[config.mk]
export PLATFORM = sky130hd
export DESIGN_NAME = tpu_buffer_sequencer
export DESIGN_NICKNAME = d
export VERILOG_FILES = /design/src/rtl/tpu_buffer_sequencer.sv
export SDC_FILE = /design/constraint.sdc
export NUM_CORES = 1
export LEC_CHECK = 0
export CAP_MARGIN = 20
export CORE_MARGIN = 2
export CORE_UTILIZATION = 45
export DETAILED_ROUTE_END_ITERATION = 10
export DONT_BUFFER_PORTS = 1
export SLEW_MARGIN = 25
export SYNTH_ARGS = -nofsm -noshare
export SYNTH_HDL_FRONTEND = slang
export SYNTH_SLANG_ARGS = --single-unit
[constraint.sdc]
create_clock -name clk -period 4.6 [get_ports clk]
set_clock_uncertainty 0.15 [all_clocks]
set_input_delay 0.46 -clock clk [delete_from_list [all_inputs] [get_ports clk]]
set_output_delay 0.46 -clock clk [all_outputs]
set_load 0.05 [all_outputs]
[src/rtl/tpu_buffer_sequencer.sv]
// Unified-buffer sequencer: turns control strobes into SRAM matrix reads/writes and skewed array feeds.
// Latency: reads N*N+1 cycles (+1 weight commit), feed 2N-1, write N*N; no backpressure, strobes while busy are dropped and flag overrun.
module tpu_buffer_sequencer #(
  parameter int N      = 2,
  parameter int DATA_W = 8,
  parameter int ACC_W  = 16,
  parameter int ADDR_W = 13
) (
  input  logic                      clk,
  input  logic                      reset,
  input  logic                      load_weight,
  input  logic                      load_input,
  input  logic                      valid,
  input  logic                      store,
  input  logic [ADDR_W-1:0]         base_address,
  output logic [ADDR_W-1:0]         mem_addr,
  output logic                      mem_rd_en,
  input  logic [ACC_W-1:0]          mem_rdata,
  output logic                      mem_wr_en,
  output logic [ACC_W-1:0]          mem_wdata,
  output logic [N*N*DATA_W-1:0]     weight_out,
  output logic                      weight_load,
  output logic [N*DATA_W-1:0]       array_in,
  output logic                      array_in_valid,
  input  logic [N*N*ACC_W-1:0]      acc_in,
  output logic                      busy,
  output logic                      done,
  output logic                      overrun
);

  localparam int NN    = N * N;
  localparam int CNT_W = $clog2(NN + 2 * N + 2);

  typedef enum logic [2:0] {IDLE, RD_W, RD_I, FEED, WR} state_t;

  state_t                 state;
  logic [CNT_W-1:0]       cnt;
  logic [CNT_W-1:0]       cap_idx;
  logic [NN*DATA_W-1:0]   wbuf;
  logic [NN*DATA_W-1:0]   ibuf;
  logic [3:0]             strobe;
  logic [3:0]             strobe_q;
  logic [3:0]             rise;
  logic                   unused_rdata;

  // Bit order gives the acceptance priority: store > load_weight > load_input > valid.
  assign strobe       = {store, load_weight, load_input, valid};
  assign rise         = strobe & ~strobe_q;
  assign cap_idx      = cnt - CNT_W'(1);
  assign busy         = (state != IDLE);
  assign mem_wdata    = mem_wr_en ? acc_in[int'(cnt)*ACC_W +: ACC_W] : '0;
  assign unused_rdata = ^mem_rdata[ACC_W-1:DATA_W];

  function automatic logic [N*DATA_W-1:0] feed_rows(input logic [NN*DATA_W-1:0] mat, input int t);
    logic [N*DATA_W-1:0] rows;
    rows = '0;
    for (int r = 0; r < N; r++) begin
      if (t - r >= 0 && t - r < N)
        rows[r*DATA_W +: DATA_W] = mat[(r*N + t - r)*DATA_W +: DATA_W];
    end
    return rows;
  endfunction

  always_ff @(posedge clk or posedge reset) begin
    if (reset) begin
      state          <= IDLE;
      cnt            <= '0;
      wbuf           <= '0;
      ibuf           <= '0;
      strobe_q       <= '0;
      mem_addr       <= '0;
      mem_rd_en      <= 1'b0;
      mem_wr_en      <= 1'b0;
      weight_out     <= '0;
      weight_load    <= 1'b0;
      array_in       <= '0;
      array_in_valid <= 1'b0;
      done           <= 1'b0;
      overrun        <= 1'b0;
    end else begin
      strobe_q    <= strobe;
      done        <= 1'b0;
      weight_load <= 1'b0;
      if (state != IDLE && |rise)
        overrun <= 1'b1;

      case (state)
        IDLE: begin
          cnt <= '0;
          if (rise[3]) begin
            state     <= WR;
            mem_addr  <= base_address;
            mem_wr_en <= 1'b1;
            if (|rise[2:0]) overrun <= 1'b1;
          end else if (rise[2]) begin
            state     <= RD_W;
            mem_addr  <= base_address;
            mem_rd_en <= 1'b1;
            if (|rise[1:0]) overrun <= 1'b1;
          end else if (rise[1]) begin
            state     <= RD_I;
            mem_addr  <= base_address;
            mem_rd_en <= 1'b1;
            if (rise[0]) overrun <= 1'b1;
          end else if (rise[0]) begin
            state          <= FEED;
            array_in       <= feed_rows(ibuf, 0);
            array_in_valid <= 1'b1;
          end
        end

        RD_W, RD_I: begin
          cnt <= cnt + 1'b1;
          if (cnt < CNT_W'(NN - 1)) begin
            mem_addr <= mem_addr + 1'b1;
          end else begin
            mem_rd_en <= 1'b0;
            mem_addr  <= '0;
          end
          // Read data lags its address by one cycle, so cycle k captures element k-1.
          if (cnt != '0 && cnt <= CNT_W'(NN)) begin
            if (state == RD_W) wbuf[cap_idx*DATA_W +: DATA_W] <= mem_rdata[DATA_W-1:0];
            else               ibuf[cap_idx*DATA_W +: DATA_W] <= mem_rdata[DATA_W-1:0];
          end
          if (state == RD_I && cnt == CNT_W'(NN)) begin
            state <= IDLE;
            done  <= 1'b1;
          end
          if (state == RD_W && cnt == CNT_W'(NN + 1)) begin
            state       <= IDLE;
            done        <= 1'b1;
            weight_out  <= wbuf;
            weight_load <= 1'b1;
          end
        end

        FEED: begin
          if (cnt == CNT_W'(2 * N - 2)) begin
            state          <= IDLE;
            done           <= 1'b1;
            array_in       <= '0;
            array_in_valid <= 1'b0;
          end else begin
            cnt      <= cnt + 1'b1;
            array_in <= feed_rows(ibuf, int'(cnt) + 1);
          end
        end

        WR: begin
          if (cnt == CNT_W'(NN - 1)) begin
            state     <= IDLE;
            done      <= 1'b1;
            mem_wr_en <= 1'b0;
            mem_addr  <= '0;
          end else begin
            cnt      <= cnt + 1'b1;
            mem_addr <= mem_addr + 1'b1;
          end
        end

        default: state <= IDLE;
      endcase
    end
  end

endmodule

==> results.py, run 1 <==
metrics = {
    "floorplanning": {
        "pin_count": 183,
        "core_area_sq_um": 15100,
        "rows": 45,
        "start_util_pct": 46.0,
        "die_w_um": 128,
        "die_area_sq_um": 16500,
        "die_h_um": 128,
    },
    "critical_path": {
        "crit_top_cell": "ha_1",
        "cp-start-kind": "register",
        "path_buf_inv": 1,
        "crit_slowest_cell": "ha_1",
        "cp_cell_sequence": "inv_2 > ha_1 > xnor2_1 > nand3_1 > ha_1 > nor4bb_1 > nand4_1 > mux2_2",
        "worst_path_dominant_cell_family": "simple AND/OR/NAND/NOR gates",
        "critPathKind": "register to register",
        "cpPeakStageDelay_ps": 570,
        "worst-path-max-fanout": 15,
        "critical_path_arrival_ps": 3520,
        "worstPathRequired_ps": 4760,
        "cp-end-kind": "register",
    },
    "final_layout": {
        "layout_commonest_cell": "dfrtp_1",
        "fill_cells": 1278,
        "multiInputGateArea_sq_um": 3240,
        "drive_gt1_share_pct": 26.5,
        "syn_to_final_growth_pct": 12.1,
        "finish.instance_area_sq_um": 7820,
        "layout_common_cells": "141 x dfrtp_1, 87 x mux2_2, 63 x nand2_1",
        "seq_area_sq_um": 3550,
        "n_antenna_cell": 0,
        "fin_nets": 690,
    },
    "job": {
        "drv_cap": 0,
    },
    "routing": {
        "drtAntennaViolNets": 0,
        "drc": 0,
        "num_vias": 4771,
        "via_per_inst": 6.08,
        "routedWlPerCell_um": 21.9,
        "drtIter0Drc": 351,
        "wl_mm": 17.2,
        "drtPass1Iterations": 5,
    },
    "power_and_ir_drop": {
        "power_uw": 5910,
        "power_density_nw_per_um2": 755,
        "leakage_uw": 0.00366,
        "ir_drop_uv": 328,
    },
    "synth": {
        "yosysTopAreaCellShare_pct": 51.0,
        "async_reset_ff_share_pct": 100,
        "synth_top_cell_by_area": "dfrtp_1",
        "synth-seq-cells": 142,
        "netlist_instances": 582,
        "synth_area_leaders": "dfrtp_1 51%, mux2_2 14%, mux4_2 7.8%",
        "syn_nets": 688,
        "yosys_warnings": 0,
        "ys_seq_area_share_pct": 51.0,
        "synth_cell_type_count": 52,
        "netlist_area_sq_um": 6970,
        "avgSynthCellArea_sq_um": 12.0,
        "synthFlopType": "dfrtp_1",
        "synth_edf_count": 0,
    },
    "cts": {
        "cts_buffer_depth": 2,
        "clk_latency_ps": 430,
        "clockRootBuffer": "clkbuf_16",
        "ctsResizeCount": 0,
        "path_clk_slew_ps": 60,
        "post-cts-setup-buffers": 0,
        "clock-sinks": 142,
        "cts_tree": "built",
        "numCtsBuffers": 17,
        "htreeDepth": 4,
        "cts_hold_buf": 4,
    },
    "grt": {
        "grt_pass1_vias": 4924,
        "grtUsageTotal_pct": 21.2,
        "grt_max_degree": 108,
        "grt_first_pass_wirelength_mm": 26.7,
        "antenna_found_initial": 0,
        "overflow": 0,
    },
    "status": {
        "status": "finished, final reports clean",
    },
    "placement": {
        "dp_hpwl_mm": 12.0,
        "post_dp_cell_area_sq_um": 7130,
        "io_buffers": 0,
        "place_congestion": 0.845,
    },
    "sta": {
        "finalSetupViolations": 0,
        "max_slew.worst_pin.slew_ps": 920,
        "fmax_ghz": 0.297,
        "final.setup.tns_ps": 0,
        "fin_crit_sh_pct": 73.1,
        "min_period_ps": 3360,
        "final_max_slew_viol_count": 0,
        "finalHoldViolations": 0,
        "slew_headroom_pct": 38.5,
        "rsz0062_at_grt": "false",
    },
    "worst_hold_path": {
        "min_path_type": "input pin to register",
    },
}
state kept, by name (all words and copies together), names as in the netlist, 3 cells and up:
| register | count |
|---|---|
| strobe_q | 4 |
| cnt | 4 |
| weight_out | 32 |
| ibuf | 32 |
| array_in | 16 |
| wbuf | 32 |
| state | 3 |
| mem_addr | 13 |
power by group:
group,leakage (uW),internal (uW),total [uW],switching [uW]
clock network,0.000300,923,1460,540
registers,0.00184,1500,2180,677
logic,0.00152,807,2260,1460
logic make-up after synthesis:
kind of cell	synth area share, %
and+or+nand+nor	11.5
AOI/OAI and AO/OA	10.4
xor gates and xnor gates	0.879
muxes	22.2
DFF	51.0
adders and majority gates	1.40
buffers and inverters	2.62
cell type report:
type,count,share of cell area (%)
Multi-Input combinational cell,398,41.4
Clock buffer,19,5.67
Sequential cell,142,45.5
Clock inverter,13,2.40
Inverter,13,0.720
Timing Repair Buffer,12,1.31
Tap cell,188,3.01
stage by stage:
stage / std cells / utilization, % / hold WS (ps) / setup slack [ps]
2_1_floorplan: 582 / - / 296 / 180
3_3_place_gp: 748 / 47.1 / 315 / 1290
3_5_place_dp: 748 / 47.1 / 322 / 1260
4_1_cts: 784 / 51.5 / 8.65 / 1210
5_1_grt: 785 / 51.6 / 15.5 / 885
6_report: 785 / 51.6 / 22.0 / 1240
worst paths after layout:
| check | startpoint | endpoint | slack (ps) | depth (start not counted) |
|---|---|---|---|---|
| min in group asynchronous | reset | weight_load$_DFF_PP0_ | 490 | 2 |
| max in group asynchronous | reset | weight_out[20]$_DFFE_PP0P_ | 2880 | 3 |
| worst max register to register | cnt[0]$_DFFE_PP0P_ | wbuf[9]$_DFFE_PP0P_ | 1240 | 8 |
| worst min-delay path | mem_rdata[2] | ibuf[2]$_DFFE_PP0P_ | 20 | 2 |
| worst min register to register | wbuf[13]$_DFFE_PP0P_ | wbuf[13]$_DFFE_PP0P_ | 330 | 2 |
| worst max-delay path | cnt[0]$_DFFE_PP0P_ | wbuf[9]$_DFFE_PP0P_ | 1240 | 8 |
worst register-to-register path, delay by kind of cell (launching register included):
kind	cells	cell delay, ps
AND/OR/NAND/NOR	3	1030
adder cells (fa/ha/maj)	2	810
multiplexers	1	470
flip-flops	1	370
XOR/XNOR	1	310
buffers and inverters	1	120
synthesized netlist by cell type, drive strengths merged, types with 8 or more instances:
library cell,n
buf,12
mux2,87
nand3,11
a22o,14
and3,20
clkbuf,17
nor2,31
nand2b,8
o31ai,15
inv,13
dfrtp,142
mux4,24
o22ai,12
o21ai,28
a21oi,13
nand2,63
metal layers:
layer	vias up	global-route usage, %	routed length [um]	share of wire [%]
met1	2423	25.5	7070	41
met2	179	35.6	8500	49
li1	2146	-	-	-
met5	-	0	0	0
met3	23	6.53	1230	7.1
met4	0	8.76	399	2.3
No activity file was read; power rests on OpenSTA's default activity.
==> run 2, diff against run 1 <==
Clock period 4.6 ns to 3 ns, I/O delays scaled along.
==> run 2 against run 1 <==
Against the previous run: critical path depth rose by 1; flip-flop and latch count unchanged; sequential share of layout area decreased by 2.1 points; first-iteration DRC count up 17%; count of clock-buffer cells in the layout did not move; global-route usage up 0.20 points; utilization grew 2.5 points; non-clock buffer count grew 39; cell count is 5.0% higher; highest routed layer unchanged; sequential power grew 52%; maximum frequency up 21%; largest power group unchanged; via count increased by 2.8%.
==> results.py, run 2 (synthesis results as in run 1) <==
metrics = {
    "cts": {
        "path_clk_slew_ps": 60,
        "post-cts-setup-buffers": 0,
        "clockRootBuffer": "clkbuf_16",
        "clock-sinks": 142,
        "cts_buffer_depth": 2,
        "htreeDepth": 4,
        "clk_latency_ps": 420,
        "numCtsBuffers": 17,
        "cts_tree": "built",
    },
    "floorplanning": {
        "start_util_pct": 46.0,
        "core_area_sq_um": 15100,
        "die_area_sq_um": 16500,
        "die_w_um": 128,
        "pin_count": 183,
        "rows": 45,
        "die_h_um": 128,
    },
    "critical_path": {
        "reg2regPathDepth": 9,
        "worstPathRequired_ps": 3180,
        "crit_start": "cnt[0]$_DFFE_PP0P_",
        "critPathKind": "register to register",
        "worst_path_dominant_cell_family": "simple AND/OR/NAND/NOR gates",
        "cp-start-kind": "register",
        "cp-end-kind": "register",
        "worst-path-max-fanout": 8,
        "r2r_start": "cnt[0]$_DFFE_PP0P_",
        "critical_path_arrival_ps": 2970,
        "reg2reg_setup_slack_ps": 210,
        "endpoint": "ibuf[14]$_DFFE_PP0P_",
        "crit_slowest_cell": "ha_1",
        "cp.depth": 9,
        "path_buf_inv": 2,
        "cp_cell_sequence": "inv_2 > ha_1 > xnor2_2 > nand3_1 > ha_1 > nor4bb_1 > nand3_1 > buf_4 > o21ai_0",
        "rr_endpoint": "ibuf[14]$_DFFE_PP0P_",
        "cpPeakStageDelay_ps": 420,
    },
    "sta": {
        "finalSetupViolations": 0,
        "finalHoldViolations": 0,
        "max_slew.worst_pin.slew_ps": 895,
        "min_period_ps": 2790,
        "final_max_slew_viol_count": 0,
        "fmax_ghz": 0.359,
        "rsz0062_at_grt": "true",
        "final.setup.tns_ps": 0,
        "fin_crit_sh_pct": 93.0,
        "slew_headroom_pct": 40.3,
    },
    "final_layout": {
        "seq_area_sq_um": 3550,
        "fill_cells": 1285,
        "multiInputGateArea_sq_um": 3270,
        "layout_common_cells": "141 x dfrtp_1, 87 x mux2_2, 61 x nand2_1",
        "fin_nets": 729,
        "syn_to_final_growth_pct": 17.4,
        "layout_commonest_cell": "dfrtp_1",
        "top_regs": "ibuf x32, wbuf x32, weight_out x32",
        "n_antenna_cell": 0,
        "drive_gt1_share_pct": 28.8,
    },
    "power_and_ir_drop": {
        "leakage_uw": 0.00384,
        "ir_drop_uv": 540,
        "power_uw": 9240,
        "power_density_nw_per_um2": 1130,
    },
    "placement": {
        "dp_hpwl_mm": 12.3,
        "io_buffers": 0,
        "place_congestion": 0.864,
    },
    "grt": {
        "overflow": 0,
        "grt_max_degree": 86,
        "antenna_found_initial": 0,
        "grt_first_pass_wirelength_mm": 27.3,
        "grtUsageTotal_pct": 21.4,
        "grt_pass1_vias": 5193,
    },
    "routing": {
        "drtPass1Iterations": 4,
        "drtAntennaViolNets": 0,
        "drc": 0,
        "drtIter0Drc": 409,
        "wl_mm": 17.3,
        "num_vias": 4903,
        "via_per_inst": 5.95,
        "routedWlPerCell_um": 21.0,
    },
    "job": {
        "drv_cap": 0,
    },
    "status": {
        "status": "finished, final reports clean",
    },
    "worst_hold_path": {
        "min_path_type": "input pin to register",
    },
}
run 2: cell count changes in the layout (fill, tap and decap cells not counted), moves of 2 or more:
| cell | change |
|---|---|
| buf_4 | +19 |
| dlygate4sd3_1 | +19 |
| inv_6 | +3 |
| clkinv_2 | -2 |
| nand2_1 | -2 |
| nand2_2 | +2 |
run 2: worst min path at each step:
stage,slack [ps],start,cells past startpoint,endpoint
floorplan,180,valid,0,strobe_q[0]$_DFF_PP0_
global placement,120,reset,1,cnt[2]$_DFFE_PP0P_
detailed placement,120,reset,1,cnt[2]$_DFFE_PP0P_
CTS,20,mem_rdata[1],2,ibuf[1]$_DFFE_PP0P_
global route,20,mem_rdata[6],2,wbuf[6]$_DFFE_PP0P_
finish,30,mem_rdata[7],2,wbuf[7]$_DFFE_PP0P_
run 2: metrics by stage:
step	area [sq um]	hold slack, ps	util, %	cells	setup WS [ps]
2_1_floorplan	7020	181	-	582	46.3
3_3_place_gp	7330	120	48.4	768	268
3_5_place_dp	7330	117	48.4	768	228
4_1_cts	8190	15.1	54.1	824	173
5_1_grt	8190	19.2	54.1	824	-8.33
6_report	8190	25.2	54.1	824	211
run 2: repair_timing:
item                       in CTS  in global routing
hold endpoints to repair       63                  0
setup endpoints to repair       0                  3
hold buffers                   24                  0
gates resized for setup         0                  0
run 2: area by class of cell:
class                           count  share of cell area (%)
Sequential cell                   142                    43.4
Multi-Input combinational cell    398                    40.0
Timing Repair Buffer               51                    5.56
Clock buffer                       19                    5.41
Tap cell                          188                    2.87
Clock inverter                     13                    2.15
Inverter                           13                   0.642
run 2: power by group:
part           leakage, uW  switching [uW]  total, uW  internal [uW]
Sequential         0.00184            1010       3310           2300
Clock             0.000293             860       2210           1350
Combinational      0.00171            2310       3720           1410
Total              0.00384            4180       9240           5060
run 2: metal layers:
layer	share of wire, %	vias up	wire, um	GRT usage [%]
li1	-	2223	-	-
met1	41	2462	7090	26.1
met2	50	200	8660	36.5
met3	7.5	18	1300	5.65
met4	1.4	0	243	8.25
met5	0	-	0	0
==> run 3, diff against run 2 <==
Settings changed: CTS_BUF_LIST set to sky130_fd_sc_hd__clkbuf_8.
==> run 3 against run 2 <==
Against the previous run: final area fell by 2.1%; hold slack improved by 32 ps; non-clock buffer count rose by 2; register-to-register slack barely moved; via count is 0.45% higher; cell count is 0.24% higher; clock power decreased by 26%; sequential share of layout area is 0.93 points higher; critical endpoint unchanged.
==> results.py, run 3 (synthesis results as in run 1) <==
metrics = {
    "cts": {
        "clock-sinks": 142,
        "ctsResizeCount": 0,
        "clockRootBuffer": "clkbuf_8",
        "htreeDepth": 4,
        "clk_latency_ps": 440,
        "cts_tree": "built",
        "path_clk_slew_ps": 80,
        "cts_buffer_depth": 2,
        "post-cts-setup-buffers": 0,
        "numCtsBuffers": 17,
    },
    "worst_hold_path": {
        "min_path_type": "input pin to register",
        "worstHoldPathCells": 4,
    },
    "final_layout": {
        "top_regs": "ibuf x32, wbuf x32, weight_out x32",
        "n_antenna_cell": 0,
        "layout_commonest_cell": "dfrtp_1",
        "fill_cells": 1306,
        "syn_to_final_growth_pct": 15.0,
        "layout_common_cells": "141 x dfrtp_1, 87 x mux2_2, 61 x nand2_1",
        "finish.instance_area_sq_um": 8020,
        "post-route-util_pct": 52.9,
        "drive_gt1_share_pct": 28.7,
        "final_cells": 826,
        "fin_nets": 731,
    },
    "power_and_ir_drop": {
        "seqPwrFrac_pct": 38.1,
        "intPower_uw": 4570,
        "power_frac_clock_pct": 18.9,
        "power_density_nw_per_um2": 1080,
        "swShare_pct": 47.3,
        "ir_drop_uv": 418,
        "switchingPower_uw": 4100,
        "leakage_uw": 0.00377,
        "combPwrFrac_pct": 42.9,
    },
    "placement": {
        "place_congestion": 0.864,
        "io_buffers": 0,
        "dpl_worst_slack_ps": 228,
        "placed_cells": 768,
        "post_dp_cell_area_sq_um": 7330,
        "dp_hpwl_mm": 12.3,
    },
    "job": {
        "drv_cap": 0,
    },
    "floorplanning": {
        "core_area_sq_um": 15100,
        "die_w_um": 128,
        "die_h_um": 128,
        "pin_count": 183,
        "start_util_pct": 46.0,
        "die_area_sq_um": 16500,
        "rows": 45,
    },
    "routing": {
        "via_per_inst": 5.96,
        "drc": 0,
        "drtPass1Iterations": 5,
        "routedWlPerCell_um": 20.9,
        "wl_mm": 17.3,
        "drtAntennaViolNets": 0,
        "num_vias": 4925,
        "drtIter0Drc": 386,
    },
    "critical_path": {
        "cp-start-kind": "register",
        "critPathKind": "register to register",
        "worstPathRequired_ps": 3210,
        "critical_path_arrival_ps": 3000,
        "reg2regPathDepth": 9,
        "reg2reg_setup_slack_ps": 210,
        "worst-path-max-fanout": 8,
        "cp-end-kind": "register",
    },
    "sta": {
        "min_period_ps": 2790,
        "fin_crit_sh_pct": 93.0,
        "max_slew.worst_pin.slew_ps": 896,
        "final_max_slew_viol_count": 0,
        "rsz0062_at_grt": "true",
        "finalSetupViolations": 0,
        "fmax_ghz": 0.359,
        "finalHoldViolations": 0,
        "slew_headroom_pct": 40.3,
        "worst_slack_ps": 211,
    },
    "grt": {
        "grt_first_pass_wirelength_mm": 27.1,
        "antenna_found_initial": 0,
        "overflow": 0,
        "grt_pass1_vias": 5152,
        "grt_max_degree": 86,
        "grtUsageTotal_pct": 21.3,
    },
    "status": {
        "status": "finished, final reports clean",
    },
}
[run 3: worst paths after layout]
kind	from	endpoint
setup / recovery	cnt[0]$_DFFE_PP0P_	ibuf[14]$_DFFE_PP0P_
hold / removal	load_input	overrun$_DFF_PP0_
setup reg to reg	cnt[0]$_DFFE_PP0P_	ibuf[14]$_DFFE_PP0P_
hold reg to reg	wbuf[14]$_DFFE_PP0P_	wbuf[14]$_DFFE_PP0P_
max in group asynchronous	reset	ibuf[25]$_DFFE_PP0P_
min in group asynchronous	reset	cnt[0]$_DFFE_PP0P_
[run 3: power groups by stage]
stage / clock network, uW / logic (uW) / registers, uW
2_1_floorplan: 0 / 3010 / 3200
3_3_place_gp: 0 / 3610 / 3320
3_5_place_dp: 0 / 3690 / 3350
4_1_cts: 1690 / 3740 / 3300
5_1_grt: 1770 / 4060 / 3360
6_report: 1640 / 3720 / 3300
[run 3: stage by stage]
stage,hold slack [ps],total power [uW],TNS (ps)
after CTS,5.06,8730,0
after detailed placement,117,7040,0
after global placement,120,6920,0
after global routing,59.1,9190,-27.3
final,57.5,8670,0
after floorplan,181,6210,0
[run 3: per-layer routing]
layer  routed length, um  part of all wire (%)  GRT usage (%)
met1                7090                    41           26.0
met2                8640                    50           36.1
met3                1250                   7.2           6.07
met4                 276                   1.6           7.99
met5                   0                     0              0
[run 3: final cells by class]
| type | instances | area, sq um | share of cell area [%] |
|---|---|---|---|
| sequential | 142 | 3550 | 44.3 |
| multi-input combinational | 398 | 3270 | 40.8 |
| timing repair buffer | 53 | 475 | 5.93 |
| clock buffer | 18 | 248 | 3.09 |
| tap | 188 | 235 | 2.93 |
| clock inverter | 14 | 180 | 2.25 |
| inverter | 13 | 52.6 | 0.655 |
[run 3: what timing repair did]
action                     4_1_cts  5_1_grt
hold endpoints to repair        72        0
hold buffers                    26        0
setup endpoints to repair        0        4
[run 3: worst max-delay path: stages (launching register included)]
cell and delay [ps]:
dfrtp_2 420, inv_2 50, ha_1 220, xnor2_2 230, nand3_1 140, ha_1 420
nor4bb_1 320, nand3_1 310, buf_4 260, o21ai_0 180
